## src/rtl/seg_display_mux.sv

```systemverilog
// Multiplexed common-anode seven-segment driver with per-digit dp/blanking,
// leading-zero suppression, PWM brightness, anode dead-time and frame-synchronous updates.
module seg_display_mux #(
  parameter int NUM_DIGITS  = 4,
  parameter int REFRESH_DIV = 100000,
  parameter int DEAD_CYCLES = 2,
  parameter int BRIGHT_BITS = 4
) (
  input  logic                    clk,
  input  logic                    rst_n,
  input  logic [4*NUM_DIGITS-1:0] digits,
  input  logic [NUM_DIGITS-1:0]   dp_in,
  input  logic [NUM_DIGITS-1:0]   blank_in,
  input  logic                    lz_en,
  input  logic                    load,
  input  logic [BRIGHT_BITS-1:0]  brightness,
  output logic [6:0]              seg,
  output logic                    dp,
  output logic [NUM_DIGITS-1:0]   an,
  output logic                    frame_tick
);

  localparam int SLOT_W = (REFRESH_DIV > 1) ? $clog2(REFRESH_DIV) : 1;
  localparam int IDX_W  = $clog2(NUM_DIGITS);
  localparam logic [SLOT_W-1:0] SLOT_LAST = SLOT_W'(REFRESH_DIV - 1);
  localparam logic [SLOT_W-1:0] SLOT_DEAD = SLOT_W'(DEAD_CYCLES);
  localparam logic [IDX_W-1:0]  IDX_LAST  = IDX_W'(NUM_DIGITS - 1);

  typedef struct packed {
    logic [4*NUM_DIGITS-1:0] digits;
    logic [NUM_DIGITS-1:0]   dp;
    logic [NUM_DIGITS-1:0]   blank;
    logic                    lz;
  } disp_t;

  localparam disp_t DISP_RESET = '{digits: '0, dp: '0, blank: '1, lz: 1'b0};

  function automatic logic [6:0] hex_to_seg(input logic [3:0] v);
    case (v)
      4'h0:    return 7'h40;
      4'h1:    return 7'h79;
      4'h2:    return 7'h24;
      4'h3:    return 7'h30;
      4'h4:    return 7'h19;
      4'h5:    return 7'h12;
      4'h6:    return 7'h02;
      4'h7:    return 7'h78;
      4'h8:    return 7'h00;
      4'h9:    return 7'h10;
      4'hA:    return 7'h08;
      4'hB:    return 7'h03;
      4'hC:    return 7'h46;
      4'hD:    return 7'h21;
      4'hE:    return 7'h06;
      default: return 7'h0E;
    endcase
  endfunction

  logic [SLOT_W-1:0]      r_slot_cnt;
  logic [IDX_W-1:0]       r_digit_idx;
  logic [BRIGHT_BITS-1:0] r_pwm_cnt;
  logic                   r_load_pending;
  disp_t                  r_stg;
  disp_t                  r_act;
  logic [6:0]             r_seg;
  logic                   r_dp;
  logic [NUM_DIGITS-1:0]  r_an;
  logic                   r_frame_tick;

  disp_t                  w_in;
  logic                   w_slot_wrap;
  logic                   w_frame_wrap;
  logic [NUM_DIGITS-1:0]  w_supp;
  logic                   w_run;
  logic [3:0]             w_cur_digit;
  logic                   w_cur_dp;
  logic                   w_cur_dark;
  logic                   w_pwm_on;
  logic                   w_lit;
  logic [NUM_DIGITS-1:0]  w_an_nxt;

  assign w_in         = '{digits: digits, dp: dp_in, blank: blank_in, lz: lz_en};
  assign w_slot_wrap  = (r_slot_cnt == SLOT_LAST);
  assign w_frame_wrap = w_slot_wrap && (r_digit_idx == IDX_LAST);

  // NOTE: sequential state uses non-blocking assignments so every flop samples pre-edge values.
  always_ff @(posedge clk or negedge rst_n) begin
    if (!rst_n) begin
      r_slot_cnt  <= '0;
      r_digit_idx <= '0;
      r_pwm_cnt   <= '0;
    end else begin
      r_pwm_cnt  <= r_pwm_cnt + BRIGHT_BITS'(1);
      r_slot_cnt <= w_slot_wrap ? '0 : r_slot_cnt + SLOT_W'(1);
      if (w_slot_wrap) begin
        r_digit_idx <= w_frame_wrap ? '0 : r_digit_idx + IDX_W'(1);
      end
    end
  end

  // A load on the wrap cycle goes straight to the active set so it shows in the new frame.
  always_ff @(posedge clk or negedge rst_n) begin
    if (!rst_n) begin
      r_stg          <= DISP_RESET;
      r_act          <= DISP_RESET;
      r_load_pending <= 1'b0;
    end else if (w_frame_wrap) begin
      if (load) begin
        r_act <= w_in;
      end else if (r_load_pending) begin
        r_act <= r_stg;
      end
      r_load_pending <= 1'b0;
    end else if (load) begin
      r_stg          <= w_in;
      r_load_pending <= 1'b1;
    end
  end

  // NOTE: every combinational output gets a default first so no latch is inferred.
  always_comb begin
    w_supp = '0;
    w_run  = 1'b1;
    for (int i = NUM_DIGITS - 1; i >= 1; i--) begin
      w_run     = w_run && (r_act.digits[4*i +: 4] == 4'h0) && !r_act.blank[i];
      w_supp[i] = r_act.lz && w_run;
    end

    w_cur_digit = 4'h0;
    w_cur_dp    = 1'b0;
    w_cur_dark  = 1'b1;
    for (int i = 0; i < NUM_DIGITS; i++) begin
      if (r_digit_idx == IDX_W'(i)) begin
        w_cur_digit = r_act.digits[4*i +: 4];
        w_cur_dp    = r_act.dp[i];
        w_cur_dark  = r_act.blank[i] || w_supp[i];
      end
    end

    w_pwm_on = (r_pwm_cnt < brightness) || (&brightness);
    w_lit    = (r_slot_cnt >= SLOT_DEAD) && !w_cur_dark && w_pwm_on;

    w_an_nxt = '1;
    for (int i = 0; i < NUM_DIGITS; i++) begin
      if (w_lit && (r_digit_idx == IDX_W'(i))) begin
        w_an_nxt[i] = 1'b0;
      end
    end
  end

  always_ff @(posedge clk or negedge rst_n) begin
    if (!rst_n) begin
      r_seg        <= 7'h7F;
      r_dp         <= 1'b1;
      r_an         <= '1;
      r_frame_tick <= 1'b0;
    end else begin
      r_seg        <= w_cur_dark ? 7'h7F : hex_to_seg(w_cur_digit);
      r_dp         <= w_cur_dark ? 1'b1 : ~w_cur_dp;
      r_an         <= w_an_nxt;
      r_frame_tick <= w_frame_wrap;
    end
  end

  assign seg        = r_seg;
  assign dp         = r_dp;
  assign an         = r_an;
  assign frame_tick = r_frame_tick;

endmodule

```

## config.mk

```make
export PLATFORM = sky130hd
export DESIGN_NAME = seg_display_mux
export DESIGN_NICKNAME = d
export VERILOG_FILES = /design/src/rtl/seg_display_mux.sv
export SDC_FILE = /design/constraint.sdc
export NUM_CORES = 1
export LEC_CHECK = 0
export BUFFER_PORTS_ARGS = -buffer_cell sky130_fd_sc_hd__buf_2
export CORE_ASPECT_RATIO = 0.75
export CORE_MARGIN = 2
export CORE_UTILIZATION = 55
export CTS_CLUSTER_DIAMETER = 80
export DETAILED_ROUTE_END_ITERATION = 16
export PLACE_DENSITY = 0.84
export SLEW_MARGIN = 20
export SYNTH_ARGS = -nofsm -noshare
export SYNTH_HDL_FRONTEND = slang
export SYNTH_SLANG_ARGS = --single-unit
export TNS_END_PERCENT = 30
```

## constraint.sdc

```tcl
create_clock -name clk -period 4.7 [get_ports clk]
set_input_delay 0.94 -clock clk [delete_from_list [all_inputs] [get_ports clk]]
set_output_delay 0.94 -clock clk [all_outputs]
set_load 0.02 [all_outputs]
```

==> impl_metrics.json, run 1 <==
{
  "status": "completed",
  "diodes": 0,
  "synth_flop_cell": "dfrtp_1",
  "die_h_um": 80.3,
  "wl_per_cell_um": 16.7,
  "endpoint_kind": "flip-flop",
  "syn_avg_cell_area_sq_um": 12.4,
  "place_ws_ns": 1.59,
  "layout.nets": 437,
  "post-cts-setup-buffer-count": 0,
  "synth_common_cells": "dfrtp_1 (67), mux2_2 (61), dfstp_2 (20)",
  "dr.pass1.iters": 4,
  "finClkSkew_ns": 0.0107,
  "io_buffers": 44,
  "synth.most_common_cell": "dfrtp_1",
  "synth.area.mux_share_pct": 20.3,
  "numPlacedInstances": 479,
  "crit_required_ns": 4.94,
  "setup_tns_ns": 0,
  "drt_iter0_markers": 128,
  "yosys_warnings": 0,
  "cts-root-buf": "clkbuf_8",
  "via_per_inst": 5.82,
  "synthSimpleGateAreaFrac_pct": 10.9,
  "setup_violations": 0,
  "vias": 2880,
  "synthTopCellsByArea": "dfrtp_1 (39%), mux2_2 (16%), dfstp_2 (12%)",
  "antenna_left": 0,
  "hold_violations": 0,
  "clock_latency_ns": 0.36,
  "gp_routability_congestion": 0.815,
  "critPathLaunchType": "flip-flop",
  "area_growth_syn_to_layout_pct": 12.1,
  "period_minus_slack_ns": 2.89,
  "leakage_nw": 2.16,
  "crit_chain": "ha_1 > inv_1 > or3_4 > nor3_4 > buf_4 > mux2_2",
  "grt_pass1_wl_um": 13700,
  "gr-total-overflow": 0,
  "totalWireLength_um": 8240,
  "grt_start_max_net_pins": 88,
  "netlist-cell-type-count": 52,
  "cts_tree": "yes",
  "yosysTopAreaCell": "dfrtp_1",
  "setup_slack_ns": 1.81,
  "hpwl_um": 5670,
  "cts_buffers": 9,
  "cts.sinks": 87,
  "clk_pin_slew_ns": 0.08,
  "post-route-util_pct": 64.4,
  "maxCapViolations": 0,
  "ys_seq_area_share_pct": 51.6,
  "h-tree-depth": 3,
  "antenna_found_initial": 0,
  "cts_hold_buf": 0,
  "rows": 27,
  "slowest_delay_ns": 0.51,
  "async_flop_share_pct": 100,
  "syn_area_sq_um": 4270,
  "max-vdd-ir-drop_mv": 0.162,
  "pin_count": 45,
  "synth_compound_gate_area_share_pct": 6.48,
  "synth-edff-count": 0,
  "cts_resized": 0,
  "synthAdderAreaFrac_pct": 4.69,
  "powerDensity_nw_per_um2": 317,
  "die_area_sq_um": 8490,
  "netlist_instances": 344,
  "grt_pass1_vias": 2820,
  "slowest_stage": "nor3_4",
  "slew_violations": 0,
  "synth_top_family_by_area": "multiplexers",
  "worst-setup-path-type": "flip-flop to flip-flop",
  "min_path_cells": 1,
  "layout-drive-gt1-share_pct": 37.3,
  "finalCritPeriodShare_pct": 61.4,
  "rsz0062_at_grt": "false",
  "max_freq_mhz": 346,
  "ys_ff_latch": 87,
  "drc": 0,
  "dieWidth_um": 106,
  "synth-xor-area-share_pct": 3.08,
  "r2r_cells": 6,
  "worst_pin_slew_ns": 0.864,
  "slew-limit-headroom_pct": 42.0,
  "start_util_pct": 57.4,
  "cts_max_path_buffers": 2,
  "crit_fanout": 16,
  "stdcell_count": 495,
  "syn_nets": 392,
  "yosysTopAreaCellShare_pct": 39.3,
  "arrival_ns": 3.12,
  "grt.total_usage_pct": 21.0,
  "coreArea_sq_um": 7430,
  "hold_class": "flip-flop to flip-flop",
  "hold_ws_ns": 0.469
}
cell families after synthesis:
kind of cell,count (synthesis)
simple gates,83
compound gates,37
xor+xnor,15
fa+ha+maj,16
mux,78
buf+inv,28
flops,87
metrics by stage:
step,area (sq um),total power [mW]
after floorplan,4270,0.909
after global placement,4570,0.957
after detailed placement,4570,0.966
after CTS,4780,1.53
after global routing,4790,1.58
final,4790,1.52
state kept, by name, summed over array words and instances, names as in the netlist:
| name | flops |
|---|---|
| seg | 7 |
| dp | 1 |
| r_load_pending | 1 |
| r_slot_cnt | 17 |
| r_act | 25 |
| frame_tick | 1 |
| r_digit_idx | 2 |
| r_pwm_cnt | 4 |
| r_stg | 25 |
| an | 4 |
path summary, 6_finish.rpt:
kind,start,end,slack [ns]
hold / removal,r_pwm_cnt[0]$_DFF_PN0_,r_pwm_cnt[0]$_DFF_PN0_,0.47
min in group asynchronous,rst_n,r_stg[14]$_DFFE_PN0P_,0.63
max in group asynchronous,rst_n,r_stg[0]$_DFFE_PN0P_,3.56
hold reg to reg,r_pwm_cnt[0]$_DFF_PN0_,r_pwm_cnt[0]$_DFF_PN0_,0.47
setup reg to reg,r_digit_idx[0]$_DFFE_PN0P_,r_act[8]$_DFFE_PN0P_,1.81
setup / recovery,r_digit_idx[0]$_DFFE_PN0P_,r_act[8]$_DFFE_PN0P_,1.81
where the power goes:
part	internal [mW]	switching, mW	leakage, nW
clock	0.313	0.252	0.110
combinational	0.0682	0.0713	0.996
sequential	0.793	0.0185	1.06
worst max-delay path: cells and delay by family (launching register included):
kind	cells	cell delay, ns
buffers and inverters	2	0.55
muxes	1	0.36
and+or+nand+nor	2	0.97
adders and majority gates	1	0.49
DFF	1	0.38
layout make-up:
class	count	area, sq um
Inverter	15	56.3
Sequential cell	87	2200
Clock inverter	4	70.1
Timing Repair Buffer	47	249
Tap cell	101	126
Multi-Input combinational cell	229	1940
Fill cell	581	2650
Clock buffer	12	145
per-layer routing:
metal	GRT usage, %	vias up	wire [um]	share of wire [%]
li1	-	1337	-	-
met1	26.8	1469	3700	45
met2	35.4	66	4090	50
met3	6.01	8	373	4.5
met4	6.05	0	79	0.96
met5	0	-	0	0
cell usage in the layout, fill, tap and decap left out, drive strengths merged, types with 3 or more instances in the layout:
cell type,n
xor2,5
ha,16
a21oi,4
nor2b,4
a221oi,3
mux2i,11
a211oi,3
nand2b,3
nor3,4
dfstp,20
and3,6
nand3,13
xnor2,10
nor2,18
o221ai,4
buf,47
inv,15
o21ai,8
nand3b,3
clkbuf,12
mux2,67
nand4,3
nor4,6
nand2,11
dfrtp,67
nor3b,4
(Power assumes the default switching activity.)
==> run 2: changes to the inputs <==
--- a/config.mk
+++ b/config.mk
@@ -5,6 +5,7 @@
 export SDC_FILE = /design/constraint.sdc
 export NUM_CORES = 1
 export LEC_CHECK = 0
+export ABC_AREA = 1
 export BUFFER_PORTS_ARGS = -buffer_cell sky130_fd_sc_hd__buf_2
 export CORE_ASPECT_RATIO = 0.75
 export CORE_MARGIN = 2
==> constraint.sdc (replaced) <==
create_clock -name clk -period 2.8 [get_ports clk]
set_input_delay 0.56 -clock clk [delete_from_list [all_inputs] [get_ports clk]]
set_output_delay 0.56 -clock clk [all_outputs]
set_load 0.02 [all_outputs]
==> impl_metrics.json, run 2 <==
{
  "status": "completed",
  "cts.sinks": 87,
  "grt_pass1_vias": 3552,
  "antenna_found_initial": 0,
  "synth-edff-count": 0,
  "rows": 28,
  "power_mw": 2.25,
  "max_freq_mhz": 408,
  "h-tree-depth": 3,
  "gr-total-overflow": 0,
  "synth.most_common_cell": "nand2_1",
  "crit_buf_inv": 2,
  "start_util_pct": 57.5,
  "reg_top3": "r_act: 25 flops, r_stg: 25 flops, r_slot_cnt: 17 flops",
  "leakage_nw": 2.62,
  "syn_nets": 604,
  "synthTopCellsByArea": "dfrtp_1 (37%), nand2_1 (13%), dfstp_2 (11%)",
  "drt_iter0_markers": 231,
  "ys_ff_latch": 87,
  "endpoint_kind": "flip-flop",
  "hold_class": "input pin to asynchronous set/reset pin",
  "vias": 3723,
  "internal-power_mw": 1.72,
  "diodes": 0,
  "antenna_left": 0,
  "ys_seq_area_share_pct": 48.0,
  "slew_violations": 0,
  "grt_start_max_net_pins": 62,
  "hpwl_um": 6700,
  "reg2reg_from": "r_digit_idx[0]$_DFFE_PN0P_",
  "power_switching_mw": 0.530,
  "gp_routability_congestion": 0.953,
  "worst-setup-path-type": "flip-flop to flip-flop",
  "layout-drive-gt1-share_pct": 17.4,
  "syn_avg_cell_area_sq_um": 8.25,
  "synth_common_cells": "nand2_1 (155), dfrtp_1 (67), nand3_1 (63)",
  "dieWidth_um": 109,
  "crit_chain": "ha_1 > inv_2 > o21ai_0 > inv_1 > ha_1 > nand3_1 > nand2_1 > a21oi_1 > nand2_1",
  "yosysTopAreaCellShare_pct": 36.5,
  "crit_fanout": 9,
  "cts_hold_buf": 0,
  "die_h_um": 83.1,
  "finClkSkew_ns": 0.00607,
  "setup_tns_ns": 0,
  "pwr-share-clk_pct": 35.2,
  "startpoint": "r_digit_idx[0]$_DFFE_PN0P_",
  "layout_common_cells": "nand2_1 (155), dfrtp_1 (67), nand3_1 (63), inv_1 (55), nor2_1 (48)",
  "cts_buffers": 9,
  "dr.pass1.iters": 5,
  "period_minus_slack_ns": 2.45,
  "slew-limit-headroom_pct": 55.7,
  "worst_pin_slew_ns": 0.660,
  "arrival_ns": 2.73,
  "seqPwrFrac_pct": 58.1,
  "cts_resized": 0,
  "totalWireLength_um": 9290,
  "powerDensity_nw_per_um2": 450,
  "async_flop_share_pct": 100,
  "die_area_sq_um": 9100,
  "io_buffers": 44,
  "post-cts-setup-buffer-count": 0,
  "max-vdd-ir-drop_mv": 0.421,
  "via_per_inst": 5.31,
  "netlist_instances": 556,
  "hold_violations": 0,
  "layout_commonest_cell": "nand2_1",
  "clock_latency_ns": 0.36,
  "setup_violations": 0,
  "layout.nets": 639,
  "cts-root-buf": "clkbuf_8",
  "finalCritPeriodShare_pct": 87.6,
  "yosysTopAreaCell": "dfrtp_1",
  "pin_count": 45,
  "critPathLaunchType": "flip-flop",
  "syn_area_sq_um": 4590,
  "cts_max_path_buffers": 2,
  "crit_required_ns": 3.08,
  "grt_pass1_wl_um": 16300,
  "area_growth_syn_to_layout_pct": 9.11,
  "synth_flop_cell": "dfrtp_1",
  "combPwrFrac_pct": 6.7,
  "maxCapViolations": 0,
  "slowest_stage": "o21ai_0",
  "yosys_warnings": 0,
  "slowest_delay_ns": 0.52,
  "grt.total_usage_pct": 22.4,
  "wl_per_cell_um": 13.2,
  "crit_family": "adder cells",
  "netlist-cell-type-count": 38,
  "cts_tree": "yes",
  "power.share.switching_pct": 23.5,
  "coreArea_sq_um": 7990,
  "clk_pin_slew_ns": 0.08,
  "drc": 0,
  "rsz0062_at_grt": "false"
}
run 2: cell count changes after synthesis, moves of 7 or more:
cell	before	now
nand2_1	11	155
mux2_2	61	8
nand3_1	13	63
inv_1	15	55
nor2_1	18	48
a21oi_1	4	29
o21ai_1	0	16
mux2i_1	11	0
buf_2	1	8
xnor2_1	10	3
run 2: worst register-to-register path, cell delays in order (launching register included):
cell     delay (ns)
dfrtp_1        0.40
ha_1           0.43
inv_2          0.18
o21ai_0        0.52
inv_1          0.20
ha_1           0.27
nand3_1        0.12
nand2_1        0.07
a21oi_1        0.12
nand2_1        0.07
run 2: final timing paths:
check | end | slack [ns] | cells after the start
min | r_slot_cnt[12]$_DFF_PN0_ | 0.10 | 1
min reg2reg | r_stg[4]$_DFFE_PN1P_ | 0.47 | 2
max in group asynchronous | r_act[4]$_DFFE_PN1P_ | 2.02 | 2
max | seg[5]$_DFF_PN1_ | 0.35 | 9
min in group clk | r_stg[3]$_DFFE_PN1P_ | 0.43 | 3
max reg2reg | seg[5]$_DFF_PN1_ | 0.35 | 9
run 2: power groups by stage:
| stage | sequential, mW | clock [mW] | combinational, mW |
|---|---|---|---|
| 2_1_floorplan | 1.33 | 0 | 0.0888 |
| 3_3_place_gp | 1.33 | 0 | 0.145 |
| 3_5_place_dp | 1.33 | 0 | 0.151 |
| 4_1_cts | 1.31 | 0.821 | 0.153 |
| 5_1_grt | 1.31 | 0.876 | 0.173 |
| 6_report | 1.31 | 0.794 | 0.151 |
run 2: metal layers:
layer	routed length (um)	vias up	share of wire (%)	GRT usage, %
met4	105	0	1.1	5.75
met1	4460	1756	48	31.6
met2	4250	102	46	34.2
met3	478	14	5.1	6.04
li1	-	1851	-	-
met5	0	-	0	0
run 2: through the flow:
| step | setup slack [ns] | cells | util, % | cell area (sq um) | hold slack [ns] |
|---|---|---|---|---|---|
| 6_report | 0.347 | 701 | 62.7 | 5010 | 0.102 |
| 3_3_place_gp | 0.562 | 685 | 60.5 | 4830 | 0.450 |
| 3_5_place_dp | 0.408 | 685 | 60.5 | 4830 | 0.457 |
| 4_1_cts | 0.384 | 701 | 62.7 | 5010 | 0.0968 |
| 2_1_floorplan | 0.804 | 556 | - | 4590 | 0.264 |
| 5_1_grt | 0.160 | 701 | 62.7 | 5010 | 0.112 |
run 2: final cells by class:
class | count | area (sq um)
clock buffer | 14 | 163
inverter | 57 | 214
tap | 105 | 131
multi-input combinational | 390 | 2030
fill | 713 | 2980
sequential | 87 | 2200
timing repair buffer | 46 | 250
clock inverter | 2 | 15.0
run 2: logic make-up after synthesis:
group,count (synthesis),share of synthesized area (%)
AO/OA/AOI/OAI,63,7.14
AND/OR/NAND/NOR,293,28.9
adder cells (fa/ha/maj),16,4.36
flip-flops,87,48.0
multiplexers,8,1.96
buffers and inverters,79,7.74
XOR/XNOR,10,1.91
